### src/rtl/uart_receiver_pkg.sv
// Shared UART definitions: FSM state encodings, bit-timing constants and the
// baud-select to sample_ENABLE divisor table. The transmitter uses the same package.
// The divisor table assumes a 7.3728 MHz system clock, which gives an exact
// 16x oversampling rate for every standard baud rate in the table.
package uart_receiver_pkg;

    typedef enum logic [2:0] {
        ST_OFF    = 3'd0,
        ST_IDLE   = 3'd1,
        ST_START  = 3'd2,
        ST_DATA   = 3'd3,
        ST_PARITY = 3'd4,
        ST_STOP   = 3'd5
    } rx_state_e;

    localparam int OVERSAMPLE = 16;  // sample_ENABLE ticks per bit period
    localparam int MID_TICK   = 8;   // tick within a bit where it is sampled
    localparam int DATA_BITS  = 8;
    localparam int FRAME_BITS = 11;  // start + 8 data + parity + stop
    localparam int BAUD_CNT_W = 11;  // wide enough for the slowest divisor

    // Clock cycles per sample_ENABLE tick for each baud_select code.
    function automatic logic [BAUD_CNT_W-1:0] baud_divisor(input logic [2:0] sel);
        logic [BAUD_CNT_W-1:0] div;
        case (sel)
            3'd0:    div = 11'd1536;  // 300 baud
            3'd1:    div = 11'd384;   // 1200 baud
            3'd2:    div = 11'd96;    // 4800 baud
            3'd3:    div = 11'd48;    // 9600 baud
            3'd4:    div = 11'd24;    // 19200 baud
            3'd5:    div = 11'd12;    // 38400 baud
            3'd6:    div = 11'd8;     // 57600 baud
            default: div = 11'd4;     // 115200 baud
        endcase
        return div;
    endfunction

endpackage

### src/rtl/uart_receiver_baud_controller.sv
// Baud controller: divides clk down to a one-cycle sample_ENABLE pulse at
// 16x the baud rate selected by baud_select.
module uart_receiver_baud_controller
    import uart_receiver_pkg::*;
(
    input  logic       clk,
    input  logic       reset,
    input  logic [2:0] baud_select,
    output logic       sample_ENABLE
);

    logic [BAUD_CNT_W-1:0] count_q, count_d;
    logic [BAUD_CNT_W-1:0] limit;
    logic                  enable_q, enable_d;

    // Count up to divisor-1; the >= compare keeps the counter bounded when
    // baud_select is switched to a faster rate mid-count.
    always_comb begin
        limit    = baud_divisor(baud_select) - BAUD_CNT_W'(1);
        count_d  = count_q + BAUD_CNT_W'(1);
        enable_d = 1'b0;
        if (count_q >= limit) begin
            count_d  = '0;
            enable_d = 1'b1;
        end
    end

    // Divider state register.
    always_ff @(posedge clk) begin
        if (reset) begin
            count_q  <= '0;
            enable_q <= 1'b0;
        end else begin
            count_q  <= count_d;
            enable_q <= enable_d;
        end
    end

    assign sample_ENABLE = enable_q;

endmodule

### src/rtl/uart_receiver.sv
// UART receiver: 2-flop synchronizer on RxD, 16x oversampled frame FSM
// (start, 8 data bits LSB first, even parity, stop), one-cycle Rx_VALID
// strobe and sticky parity/framing error flags.
// Optional build macro UART_RX_MAJORITY_VOTE_EN: each bit is the 2-of-3
// majority of samples at ticks MID_TICK-1, MID_TICK, MID_TICK+1, decided at
// MID_TICK+1. Without it a single sample at MID_TICK is used.
module uart_receiver
    import uart_receiver_pkg::*;
(
    input  logic       clk,
    input  logic       reset,
    input  logic [2:0] baud_select,
    input  logic       Rx_EN,
    input  logic       RxD,
    output logic [7:0] Rx_DATA,
    output logic       Rx_VALID,
    output logic       Rx_PERROR,
    output logic       Rx_FERROR
);

    localparam logic [3:0] LAST_TICK = 4'(OVERSAMPLE - 1);
`ifdef UART_RX_MAJORITY_VOTE_EN
    localparam logic [3:0] EARLY_TICK  = 4'(MID_TICK - 1);
    localparam logic [3:0] CENTER_TICK = 4'(MID_TICK);
    localparam logic [3:0] DECIDE_TICK = 4'(MID_TICK + 1);
`else
    localparam logic [3:0] DECIDE_TICK = 4'(MID_TICK);
`endif

    logic                 sample_ENABLE;
    logic                 rxd_meta_q, rxd_sync_q;
    rx_state_e            state_q, state_d;
    logic [3:0]           tick_q, tick_d;
    logic [2:0]           bit_idx_q, bit_idx_d;
    logic [DATA_BITS-1:0] shift_q, shift_d;
    logic                 parity_q, parity_d;
    logic                 armed_q, armed_d;
    logic [DATA_BITS-1:0] data_q, data_d;
    logic                 valid_q, valid_d;
    logic                 perror_q, perror_d;
    logic                 ferror_q, ferror_d;
    logic                 bit_val;
    logic                 decide;
    logic                 wrap;

    uart_receiver_baud_controller u_baud (
        .clk           (clk),
        .reset         (reset),
        .baud_select   (baud_select),
        .sample_ENABLE (sample_ENABLE)
    );

    // Two-flop synchronizer; resets to the idle (high) line level.
    always_ff @(posedge clk) begin
        if (reset) begin
            rxd_meta_q <= 1'b1;
            rxd_sync_q <= 1'b1;
        end else begin
            rxd_meta_q <= RxD;
            rxd_sync_q <= rxd_meta_q;
        end
    end

`ifdef UART_RX_MAJORITY_VOTE_EN
    logic early_q, mid_q;

    // Hold the two samples that precede the decision tick for the 2-of-3 vote.
    always_ff @(posedge clk) begin
        if (reset) begin
            early_q <= 1'b1;
            mid_q   <= 1'b1;
        end else if (sample_ENABLE) begin
            if (tick_q == EARLY_TICK)  early_q <= rxd_sync_q;
            if (tick_q == CENTER_TICK) mid_q   <= rxd_sync_q;
        end
    end

    assign bit_val = (early_q & mid_q) | (early_q & rxd_sync_q) | (mid_q & rxd_sync_q);
`else
    assign bit_val = rxd_sync_q;
`endif

    assign decide = sample_ENABLE && (tick_q == DECIDE_TICK);
    assign wrap   = sample_ENABLE && (tick_q == LAST_TICK);

    // Next-state and output logic; everything except Rx_EN=0 advances only on sample ticks.
    always_comb begin
        state_d   = state_q;
        tick_d    = tick_q;
        bit_idx_d = bit_idx_q;
        shift_d   = shift_q;
        parity_d  = parity_q;
        armed_d   = armed_q;
        data_d    = data_q;
        valid_d   = 1'b0;
        perror_d  = perror_q;
        ferror_d  = ferror_q;

        if (sample_ENABLE) begin
            tick_d = tick_q + 4'd1;
        end

        case (state_q)
            ST_OFF: begin
                tick_d    = '0;
                bit_idx_d = '0;
                armed_d   = 1'b0;
                if (sample_ENABLE) begin
                    state_d = ST_IDLE;
                end
            end
            ST_IDLE: begin
                // A low line only counts as a start once it has been seen high,
                // so a broken/stuck-low line yields one framing error, not a stream.
                if (sample_ENABLE) begin
                    if (rxd_sync_q) begin
                        armed_d = 1'b1;
                    end else if (armed_q) begin
                        state_d   = ST_START;
                        tick_d    = '0;
                        bit_idx_d = '0;
                        perror_d  = 1'b0;
                        ferror_d  = 1'b0;
                    end
                end
            end
            ST_START: begin
                if (decide && bit_val) begin
                    state_d = ST_IDLE;       // false start; line already seen high
                end else if (wrap) begin
                    state_d = ST_DATA;
                end
            end
            ST_DATA: begin
                if (decide) begin
                    shift_d = {bit_val, shift_q[DATA_BITS-1:1]};
                end
                if (wrap) begin
                    if (bit_idx_q == 3'd7) begin
                        state_d   = ST_PARITY;
                        bit_idx_d = '0;
                    end else begin
                        bit_idx_d = bit_idx_q + 3'd1;
                    end
                end
            end
            ST_PARITY: begin
                if (decide) begin
                    parity_d = bit_val;
                end
                if (wrap) begin
                    state_d = ST_STOP;
                end
            end
            ST_STOP: begin
                // Leave at mid-stop so the next start edge is never missed.
                if (decide) begin
                    state_d  = ST_IDLE;
                    data_d   = shift_q;
                    perror_d = (parity_q != ^shift_q);
                    ferror_d = ~bit_val;
                    valid_d  = (parity_q == ^shift_q) && bit_val;
                    armed_d  = bit_val;
                end
            end
            default: begin
                state_d = ST_OFF;
            end
        endcase

        if (!Rx_EN) begin
            state_d   = ST_OFF;
            tick_d    = '0;
            bit_idx_d = '0;
            armed_d   = 1'b0;
            valid_d   = 1'b0;
            perror_d  = 1'b0;
            ferror_d  = 1'b0;
        end
    end

    // Frame FSM and output registers.
    always_ff @(posedge clk) begin
        if (reset) begin
            state_q   <= ST_OFF;
            tick_q    <= '0;
            bit_idx_q <= '0;
            shift_q   <= '0;
            parity_q  <= 1'b0;
            armed_q   <= 1'b0;
            data_q    <= '0;
            valid_q   <= 1'b0;
            perror_q  <= 1'b0;
            ferror_q  <= 1'b0;
        end else begin
            state_q   <= state_d;
            tick_q    <= tick_d;
            bit_idx_q <= bit_idx_d;
            shift_q   <= shift_d;
            parity_q  <= parity_d;
            armed_q   <= armed_d;
            data_q    <= data_d;
            valid_q   <= valid_d;
            perror_q  <= perror_d;
            ferror_q  <= ferror_d;
        end
    end

    assign Rx_DATA   = data_q;
    assign Rx_VALID  = valid_q;
    assign Rx_PERROR = perror_q;
    assign Rx_FERROR = ferror_q;

endmodule

### config.mk
export PLATFORM = sky130hd
export DESIGN_NAME = uart_receiver
export DESIGN_NICKNAME = d
export VERILOG_FILES = /design/src/rtl/uart_receiver_pkg.sv /design/src/rtl/uart_receiver_baud_controller.sv /design/src/rtl/uart_receiver.sv
export SDC_FILE = /design/constraint.sdc
export NUM_CORES = 1
export LEC_CHECK = 0
export ABC_AREA = 0
export CORE_UTILIZATION = 45
export CTS_BUF_LIST = sky130_fd_sc_hd__clkbuf_16
export CTS_CLUSTER_DIAMETER = 80
export DETAILED_ROUTE_END_ITERATION = 6
export HOLD_SLACK_MARGIN = 0.06
export PLACE_DENSITY_LB_ADDON = 0.15
export REMOVE_ABC_BUFFERS = 1
export SKIP_LAST_GASP = 1
export SLEW_MARGIN = 40
export SYNTH_ARGS = -nofsm -noshare
export SYNTH_HDL_FRONTEND = slang
export SYNTH_SLANG_ARGS = --single-unit
### constraint.sdc
create_clock -name clk -period 3.7 [get_ports clk]
set_clock_uncertainty 0.1 [all_clocks]
set_input_delay 0.37 -clock clk [delete_from_list [all_inputs] [get_ports clk]]
set_output_delay 0.37 -clock clk [all_outputs]
set_load 0.1 [all_outputs]
# Word level (Yosys, flattened, before mapping)
# Index checks and enable logic that the tools add are counted.
[word_totals] ff_bits=45 latch_bits=0 mem_bits_rw=0 mem_bits_ro=0 inputBits=7 output_inout_bits=11 elab_cells=104 memories=0
[op_classes] add_sub_neg=4 mul=0 div_mod_pow=0 n_lt_le_gt_ge=1 eq_ne=26 n_shift=0 n_mux=35 bitwise=4 n_reduce_logical=20
[ops] operator="11-bit case mux with 7 select lines" n=1
[ops] operator="3-bit two-way mux" n=15
[ops] operator="3-bit == test (second input constant)" n=6
[ops] operator="3-bit case mux with 6 select lines" n=1
[ops] operator="4-bit two-way mux" n=4
[ops] operator="2-bit inequality test (second input constant)" n=7
[ops] operator="3-bit by 2-bit == test with 1-bit output (second input constant)" n=4
[ops] operator="11-bit by 1-bit adder with 11-bit output (second input constant)" n=1
[ops] operator="11-bit >= comparator" n=1
[ops] operator="11-bit by 1-bit subtractor with 11-bit output (second input constant)" n=1
[ops] operator="5-bit AND reduction" n=2
[ops] operator="1-bit two-way mux" n=9
[ops] operator="3-bit case mux with 3 select lines" n=1
[ops] operator="9-bit AND reduction" n=1
[ops] operator="4-bit == test (second input constant)" n=2
[ops] operator="4-bit case mux with 2 select lines" n=1
[ops] operator="8-bit XOR reduction" n=1
[ops] operator="3-bit by 1-bit == test with 1-bit output (second input constant)" n=2
[ops] operator="3-bit logical NOT" n=2
[ops] operator="2-bit AND reduction" n=3
[ops] operator="3-bit nonzero test" n=2
[ops] operator="4-bit by 1-bit adder with 4-bit output (second input constant)" n=1
[ops] operator="1-bit logical AND" n=4
[ops] operator="2-bit by 1-bit inequality test with 1-bit output (second input constant)" n=2
[ops] operator="11 further kinds" n=16

# Depth between registers and ports, before layout
[logic_depth] depth_word=6 depth_mapped=14 depth_no_buf=12

# Modules after synthesis
# From an unflattened synthesis, not the netlist that was laid out.
[unflattened] hier_cells=263 hier_area_um2=2309.7
[modules_own_cells] mod="uart_receiver" n_inst=1 cells_each=170 area_each_um2=1532.7 seq_area_each_um2=660.6
[modules_own_cells] mod="uart_receiver_baud_controller" n_inst=1 cells_each=93 area_each_um2=777.0 seq_area_each_um2=240.2

# Least setup slack after synthesis
# No wires, ideal clock.
[synth_path] kind="input to register" start="in baud_select[0]" end="reg u_baud.count_q[10]" setup_ns=0.064 arrival_ns=2.573 required_time_ns=3.536 setup_slack_ns=0.963 cell_stages=14 path_buffers=2 cell_sequence="clkbuf_1 nand2_1 nand2_1 ha_1 o21ai_0 nand2_1 o211ai_1 ha_1 a21o_1 a211o_1 a2111oi_4 a22oi_2 buf_6 nor2_1"
[synth_between] elab_chain_len=5 word_cells_on_any_way=11 cone_classes="add/sub (1); order compare (1); eq/ne (6); mux (1); reduce/logical (2)"
[synth_rtl] element="start, declared" line_no="uart_receiver.sv:12" source="input logic [2:0] baud_select,"
[synth_rtl] element="3-bit == test, or another cell as far along" line_no="uart_receiver_pkg.sv:25" source="case (sel)"
[synth_rtl] element="11-bit case mux with 7 select lines *" line_no="uart_receiver_pkg.sv:25"
[synth_rtl] element="11-bit by 1-bit subtractor with 11-bit output *" line_no="uart_receiver_baud_controller.sv:19" source="limit = baud_divisor(baud_select) - BAUD_CNT_W'(1);"
[synth_rtl] element="11-bit >= comparator *" line_no="uart_receiver_baud_controller.sv:22" source="if (count_q >= limit) begin"
[synth_rtl] element="2-bit OR reduction (no source line) *"
[synth_rtl] element="end signal, assigned" line_no="uart_receiver_baud_controller.sv:34" source="count_q <= count_d;"
[synth_rtl] element="end, declared" line_no="uart_receiver_baud_controller.sv:12" source="logic [BAUD_CNT_W-1:0] count_q, count_d;"
# Mark *: on every way between the ends. The rest lies on a longest branch, timed or not.
# A chain may end at the register's enable or synchronous reset.

# Worst setup path in the final report
[layout_path] start="in baud_select[0]" end="reg u_baud.count_q[3]"
# Same word-level chain as after synthesis.

==> out/results.tsv <==
stage	metric	value	unit
outcome	outcome	complete, no violations	
power_and_ir_drop	Worst IR Drop VDD	0.0002721	V
power_and_ir_drop	Leak Pwr	0.001115	uW
clock_tree	CTS Hold Bufs	0	
logic_synthesis	Synth Area in Adders	0.07427	
timing	f_max	330.7	MHz
logic_synthesis	Synth Instances	266	
power_and_ir_drop	Clock Power Share	0.483	
placement	RePlAce Congestion	0.7257	
setup_path	startpoint types	primary input	
hold_path	hold path depth	1	
timing	final setup fails	0	
power_and_ir_drop	power share of the combinational group	0.075	
setup_path	FF-to-FF path depth	4	
timing	slew margin rel.	0.5923	
logic_synthesis	syn_area_per_cell	8.867	um2
clock_tree	CTS tree	done	
placement	DP Wirelength	2899	um
clock_tree	CTS root buf	clkbuf_16	
setup_path	CP max FO	11	
timing	RSZ-0062 raised after global routing	no	
cells_and_area	Final Net Count	301	
setup_path	Crit. path cell count	13	
logic_synthesis	Post-Syn Area	2359	um2
routing	final wirelength	4064	um
clock_tree	setup bufs post-CTS	0	
setup_path	CP Class	in -> reg	
logic_synthesis	Synth async-reset ratio	0	
clock_tree	H-tree levels	2	
cells_and_area	fin area	2701	um2
cells_and_area	Antenna Cells	0	
logic_synthesis	Compound-Gate Fraction of Synth Area	0.1263	
floorplanning	die area	5535	um2
routing	initial DRC count	71	
timing	worst slew pin tran	611.6	ps
routing	via count	1778	
logic_synthesis	Synth Flop Type	dfxtp_1	
timing	part of the cycle the worst path needs	0.8173	
floorplanning	# rows	25	
logic_synthesis	area share of xor/xnor cells in the synthesized design	0.08011	
clock_tree	Inserted Clock Buffers	5	
grt	GRT Overall Usage	0.1648	
placement	Placement Cell Area	2511	um2
clock_tree	CTS max path bufs	2	
logic_synthesis	post-synthesis mux area share	0.08912	
clock_tree	worst skew pair latency	290	ps
routing	Antenna Nets Post-Route	0	
floorplanning	CORE AREA	4880	um2
timing	Slew Limit Fails	0	
timing	Fin Setup TNS	0	ps
setup_path	Worst setup EP type	flip-flop	
routing	# DRC	0	
logic_synthesis	Simple-Gate Fraction of Synth Area	0.2069	
logic_synthesis	EDFF count, synth	0	
logic_synthesis	register area share after synthesis	0.3820	
setup_path	Worst Path Arrival	3150	ps
setup_path	Data required, critical path	3820	ps
setup_path	crit-path max cell delay	630	ps
routing	vias per std cell	5.109	
setup_path	crit path cell chain	clkdlybuf4s50_1 > nand2_1 > nand2_1 > ha_1 > o21ai_0 > nand2_1 > o211ai_1 > ha_1 > a21o_1 > a211o_1 > a2111oi_4 > a22oi_2 > nor2_1	
setup_path	critical path buffer and inverter count	1	
logic_synthesis	largest family of logic cells by synthesized area	simple AND/OR/NAND/NOR gates	
cells_and_area	P&R area growth vs syn	14.54	%
clock_tree	Clock Sinks	45	
floorplanning	die height	74.40	um
power_and_ir_drop	Power Density	433.3	nW/um2
clock_tree	Post-CTS Resized	0	
setup_path	CP top delay family	compound AO/OA/AOI/OAI gates	
floorplanning	Die Wd	74.40	um
timing	min Tclk post-route	3024	ps
setup_path	Critical Path Most Common Cell	nand2_1	
grt	largest net degree at the start of global routing	20	
grt	number of antenna violations at the first check in global routing	0	
grt	number of global-route vias before repair	1555	
cells_and_area	fraction of layout cells with a size suffix above 1	0.09609	
power_and_ir_drop	Sw Ratio	0.2073	
logic_synthesis	Synth cell types	42	
logic_synthesis	Seq cells post-synth	45	
floorplanning	Initial Util	0.4833	
clock_tree	clock-pin transition on the worst setup and hold timing paths	60	ps
power_and_ir_drop	Switch Pwr	242.6	uW
setup_path	Max stage delay cell, worst path	clkdlybuf4s50_1	
job	Max Cap Viol	0	
hold_path	HP Class	reg -> reg	
grt	first-pass GRT wire length	6886	um
grt	total congestion overflow	0	
routing	Pre-antenna DRT Iters	4	
logic_synthesis	Syn. warnings	0	
routing	wire length per cell	11.68	um
timing	Hold Vio Cnt, Final	0	
power_and_ir_drop	share of power burned in registers	0.442	
placement	Port Buf Inserts	17	
floorplanning	Ports	18	
power_and_ir_drop	cell internal pwr	927.8	uW
## state kept, by name, indices dropped and copies added, names as in the netlist
register	flops
Rx_VALID	1
state_q	3
armed_q	1
parity_q	1
shift_q	8
u_baud.sample_ENABLE	1
bit_val	1
u_baud.count_q	11
Rx_PERROR	1
Rx_DATA	8
rxd_meta_q	1
bit_idx_q	3
Rx_FERROR	1
tick_q	4
## area by class of cell
class,count,area (um2)
timing repair buffer,18,122.6
clock buffer,5,125.1
sequential,45,900.9
inverter,10,37.54
multi-input combinational,200,1366
fill,462,2178
tap,67,83.83
clock inverter,3,65.06
## cell families after synthesis
group                      Yosys count
and+or+nand+nor                    103
DFF                                 45
AOI/OAI and AO/OA                   41
muxes                               21
buffers and inverters               21
xor gates and xnor gates            20
adders and majority gates           14
other                                1
## path summary, 6_finish.rpt
check                                  start                            to  slack [ps]
min reg2reg            rxd_meta_q$_SDFF_PP1_            bit_val$_SDFF_PP1_         300
max reg2reg  u_baud.sample_ENABLE$_SDFF_PP0_       Rx_DATA[7]$_SDFFE_PP0P_        1590
min                    rxd_meta_q$_SDFF_PP1_            bit_val$_SDFF_PP1_         300
max                           baud_select[0]  u_baud.count_q[3]$_SDFF_PP0_         680
## metal layers
| layer | part of all wire | wire [um] | track usage | vias up |
|---|---|---|---|---|
| met1 | 0.51 | 2075 | 0.2190 | 810 |
| met4 | 0.020 | 80 | 0.08176 | 0 |
| met2 | 0.44 | 1806 | 0.2482 | 12 |
| met3 | 0.025 | 101 | 0.04201 | 7 |
| li1 | - | - | - | 949 |
| met5 | 0 | 0 | 0 | - |
## metrics by stage
stage / worst slack (ps) / instances / power [uW] / util / hold WS (ps)
after floorplan: 1283 / 255 / 588.9 / - / 289.5
after global placement: 492.8 / 340 / 615.5 / 0.5254 / 299.9
after detailed placement: 376.2 / 340 / 615.9 / 0.5146 / 298.2
after CTS: 681.2 / 348 / 1184 / 0.5536 / 308.6
after global routing: 455.9 / 348 / 1217 / 0.5536 / 337.3
final: 676.1 / 348 / 1170 / 0.5536 / 304.8
## cells in the final DEF, fill, tap and decap left out, types with 2 or more instances in the layout
cell and instances:
nand4_1 3, buf_2 11, clkdlybuf4s50_1 6, clkbuf_16 5
o21ai_0 4, ha_1 14, xnor2_1 10, a211oi_1 5
a211o_1 3, and3_1 5, inv_1 10, nand3_1 11
o2111ai_1 2, nor2b_1 4, a21o_1 2, or2_2 2
o211ai_1 2, and4b_1 2, a21oi_1 13, o21a_1 3
nand2_1 23, nand3b_1 3, xor2_1 9, dfxtp_1 45
nor2_1 43, bufinv_16 2, mux2i_1 21
## Yosys cell counts (all sizes together), types with 4 or more instances
master | instances | share of area
and3 | 5 | 0.013
ha | 14 | 0.074
clkbuf | 6 | 0.0095
nor2b | 5 | 0.013
xnor2 | 10 | 0.037
a211oi | 5 | 0.016
nor2 | 43 | 0.068
inv | 10 | 0.016
a21oi | 13 | 0.028
o21ai | 4 | 0.0085
nand3 | 11 | 0.023
buf | 5 | 0.014
nand2 | 23 | 0.037
mux2i | 21 | 0.089
dfxtp | 45 | 0.38
xor2 | 9 | 0.033
## power by group through the flow
stage | Combinational, uW | Clock (uW) | Sequential (uW)
after global placement | 86.5 | 0 | 529
after detailed placement | 87.1 | 0 | 529
after CTS | 88.3 | 578 | 518
final | 87.6 | 565 | 518
after floorplan | 63.7 | 0 | 525
after global routing | 100 | 596 | 521
(Power assumes the default switching activity.)
==> variant 1: new RTL, same settings <==
Compare `tick_q` against `DECIDE_TICK` with >= in place of ==.
--- a/src/rtl/uart_receiver.sv
+++ b/src/rtl/uart_receiver.sv
@@ -81,5 +81,5 @@
 `endif
 
-    assign decide = sample_ENABLE && (tick_q == DECIDE_TICK);
+    assign decide = sample_ENABLE && (tick_q >= DECIDE_TICK);
     assign wrap   = sample_ENABLE && (tick_q == LAST_TICK);
 
Behaviour: same outputs for any inputs over 10 cycles, from zero or initial values and one cycle with reset high; that may be too few to reach the edited logic, so the function may still have changed.
==> variant 1 against the unedited design <==
Sequential cell count did not move; design area fell by 0.88%; routed wire length rose by 5.7%; synthesized area fell by 0.32%; power fell by 11%; core utilization fell by 0.49 points; setup slack improved by 0.20 ns; critical path depth fell by 1; highest routed layer unchanged.
==> variant 1: results (changes against the unedited design) <==
per-cell routed wire length 12.27 um (+5.1%); routed wl met3 135 um (+34%); status completed; first-pass GRT wire length 7458 um (+8.3%); slowest cell delay on critical path 0.50 ns (-0.13 ns); M1 wire length 2286 um (+10%); mux cell area share after synthesis 7.291% (-1.6 points); Tot GR Track Use 17.27% (+0.80 points); Worst EP arrival 2.95 ns (-0.20 ns); dpl hpwl 3008 um (+3.8%); Worst slew margin 52.01% (-7.2 points); Max IR drop VDD 0.2271 mV (-17%); Crit Reg-Reg Endpoint state_q[2]; Avg Vias per Cell 5.203 (+1.8%); Iter 0 DRT Violations 96 (+35%); largest net degree at the start of global routing 23 (+15%); Met2 Routed Length 1832 um (+1.4%); dpl cell area 0.002509 mm^2 (about the same); Layout Nets 304 (+1.0%); sequential cell power 494 uW (-4.6%); Synth area leaders dfxtp_1 (38%), ha_1 (8.0%), mux2i_1 (6.8%), nor2_1 (5.7%), nand2_1 (5.6%); share of cells above drive strength 1 10.60% (+0.99 points); leakage dissipation 0.001051 uW (-5.7%); Compound-Gate Fraction of Synth Area 11.97% (-0.65 points); routability cong. 0.7669 (+5.7%); R2R cell count 5 (+1); most frequent cells after synthesis dfxtp_1 (45), nor2_1 (36), nand2_1 (35); CP startpoint baud_select[2]; vias in the first global route 1703 (+9.5%); Cell variety after synth 48 (+14%); internal power 829.5 uW (-11%)
variant 1: cell count changes in the layout (fill, tap and decap cells not counted), moves of 3 or more:
cell and change:
and3_1 -5, nor3_1 +3, nand2_1 +12, inv_1 -3
nand3_1 -6, a21o_1 +3, xor2_1 +3, nor2_1 -7
a211oi_1 -4, mux2i_1 -5, nand4_1 +7
variant 1: worst max-delay path by stage:
stage                                     to
final                      u_baud.count_q[5]
after global routing       u_baud.count_q[7]
after CTS                  u_baud.count_q[9]
after detailed placement   u_baud.count_q[9]
after global placement    u_baud.count_q[10]
after floorplan           u_baud.count_q[10]
variant 1: layout make-up:
type / instances / area (um^2) / share of cell area, %
clock buffer: 5 / 125.1 / 4.673
clock inverter: 3 / 43.79 / 1.636
inverter: 7 / 26.28 / 0.9813
multi-input combinational: 204 / 1368 / 51.07
sequential: 45 / 900.9 / 33.64
tap: 67 / 83.83 / 3.131
timing repair buffer: 19 / 130.1 / 4.860
variant 1: through the flow:
stage	instances	total power (uW)	hold WS, ns	setup slack [ns]
after global placement	342	553.6	0.2957	0.5638
after global routing	350	1087	0.3414	0.5989
after floorplan	256	532.0	0.2895	1.160
final	350	1044	0.3098	0.8738
after CTS	350	1060	0.3137	0.8616
after detailed placement	342	553.9	0.2983	0.5720
variant 1: kinds of logic (layout without fill, tap and decap cells):
logic type               after synthesis  after routing
adder cells (fa/ha/maj)               15             15
XOR/XNOR                              21             21
flip-flops                            45             45
multiplexers                          17             17
AND/OR/NAND/NOR                      112            112
other                                  1              1
buffers and inverters                 18             34
AO/OA/AOI/OAI                         38             38
variant 1: metal layers:
metal | vias up | track usage, %
met2 | 31 | 26.46
met4 | 0 | 6.709
li1 | 961 | -
met3 | 5 | 4.336
met5 | - | 0
met1 | 824 | 23.43
==> variant 2: new RTL, same flow settings <==
Without the edit above. Change the package constant `BAUD_CNT_W` from 11 to 22.
--- a/src/rtl/uart_receiver_pkg.sv
+++ b/src/rtl/uart_receiver_pkg.sv
@@ -18,5 +18,5 @@
     localparam int DATA_BITS  = 8;
     localparam int FRAME_BITS = 11;  // start + 8 data + parity + stop
-    localparam int BAUD_CNT_W = 11;  // wide enough for the slowest divisor
+    localparam int BAUD_CNT_W = 22;  // wide enough for the slowest divisor
 
     // Clock cycles per sample_ENABLE tick for each baud_select code.
Behaviour: same outputs for any inputs over 10 cycles, from zero or initial values and one cycle with reset high; that may be too few to reach the edited logic, so the function may still have changed.
==> variant 2 against the unedited design <==
Design area is 22% higher; routed wire length is 33% higher; synthesized area is 26% higher; power is 4.2% lower; sequential cell count is 11 higher; global-route usage is 0.80 points higher; setup slack better by 0.024 ns; via count is 29% higher; register-to-register slack worse by 0.18 ns; largest cell class unchanged; highest routed layer unchanged.
==> variant 2: results (changes against the unedited design) <==
status completed; # H-tree levels 2 (unchanged); Max IR drop VDD 0.2649 mV (-2.6%); Post-synth ARST share 0% (unchanged); Total Power 1121 uW (-4.2%); Worst Max-Slew Pin Slew 0.8106 ns (+0.1990 ns); Largest register FFs 22 (+11); post-CTS repair timing setup buffer count 0 (unchanged); combinational power share 5.4% (-2.1 points); worst min path class flip-flop to flip-flop; TritonCTS Buffers 5 (unchanged); slowest cell delay on critical path 0.56 ns (-0.07 ns); post-cts repair resize count 0 (unchanged); largest net degree at the start of global routing 23 (+15%); Synth Area in Adders 8.396% (+0.97 points); dpl hpwl 3991 um (+38%); drt total wl 5416 um (+33%); Non-Filler Instances 437 (+26%); drt first pass iters 5 (+1); most frequent cells after synthesis dfxtp_1 (56), nor2_1 (45), nand2_1 (33); Cell variety after synth 52 (+24%); Worst EP arrival 3.07 ns (-0.08 ns); Psw 243.6 uW (+0.40%); leakage dissipation 0.001374 uW (+23%); vias in the first global route 2186 (+41%); first-pass GRT wire length 9818 um (+43%); DRC Markers 0 (unchanged); crit path max fanout 22 (+11); routability cong. 0.7897 (+8.8%); clock transition at the registers of the reported paths 0.07 ns; Layout Nets 386 (+28%); Root Driver clkbuf_16; Reg power frac 54.5% (+10 points); Avg Vias per Cell 5.249 (+2.7%); family with the most delay on the worst path simple AND/OR/NAND/NOR gates; mux cell area share after synthesis 6.759% (-2.2 points); post-synthesis xor/xnor area fraction 9.572% (+1.6 points); initial antenna violation count 0 (unchanged); Iter 0 DRT Violations 77 (+8.5%); Post-Syn Instances 341 (+28%); Fill cells 612 (+32%); Compound-Gate Fraction of Synth Area 9.866% (-2.8 points); share of cells above drive strength 1 10.56% (+0.95 points); Clock Path Buffers 2 (unchanged); placed cell count 429 (+26%); Clock Latency Late Sink 0.29 ns (about the same); sequential fraction of the synthesis area 37.62% (-0.58 points); slowest cell on the critical path clkdlybuf4s50_1; Tot GR Track Use 17.27% (+0.80 points); Synth area leaders dfxtp_1 (38%), ha_1 (8.4%), mux2i_1 (6.4%), xor2_1 (6.2%), nor2_1 (5.7%)
==> variant 2: cell count changes after synthesis, moves of 4 or more <==
cell	before	now
nor4_1	0	4
dfxtp_1	45	56
xor2_1	9	21
nand4_1	3	10
inv_1	10	14
ha_1	14	20
a21oi_1	13	18
nor2_2	0	9
a211oi_1	5	1
nand2_1	23	33
==> variant 2: metal layers <==
layer	wire length, um	GRT usage (%)	part of all wire [%]	vias to the layer above
li1	-	-	-	1204
met1	2648	21.67	49	1062
met2	2560	29.06	47	24
met3	172	5.070	3.2	4
met4	34	4.232	0.63	0
met5	0	0	0	-
==> variant 2: final timing paths <==
check                startpoint                end  slack [ns]  cells after the start
max              baud_select[1]  u_baud.count_q[2]        0.70                     14
min                  rxd_meta_q            bit_val        0.31                      1
max reg2reg  u_baud.count_q[19]  u_baud.count_q[2]        1.41                      6
min reg2reg          rxd_meta_q            bit_val        0.31                      1
==> variant 2: through the flow <==
stage               area (um^2)  hold slack [ns]  utilization [%]  worst slack (ns)
floorplan                  2932           0.2895                -             1.061
global placement           3213           0.2950            50.31            0.4752
detailed placement         3158           0.2928            49.45            0.3872
CTS                        3297           0.3093            51.63            0.6938
global route               3297           0.3194            51.63            0.4370
finish                     3297           0.3088            51.63            0.7005
==> variant 2: final cells by class <==
| cell class | instances | area share, % |
|---|---|---|
| inverters | 14 | 1.594 |
| clock inverters | 3 | 0.4175 |
| multi-input cells | 263 | 53.32 |
| well taps | 77 | 2.922 |
| repair buffers | 19 | 3.947 |
| flip-flops and latches | 56 | 34.00 |
| clock buffers | 5 | 3.795 |
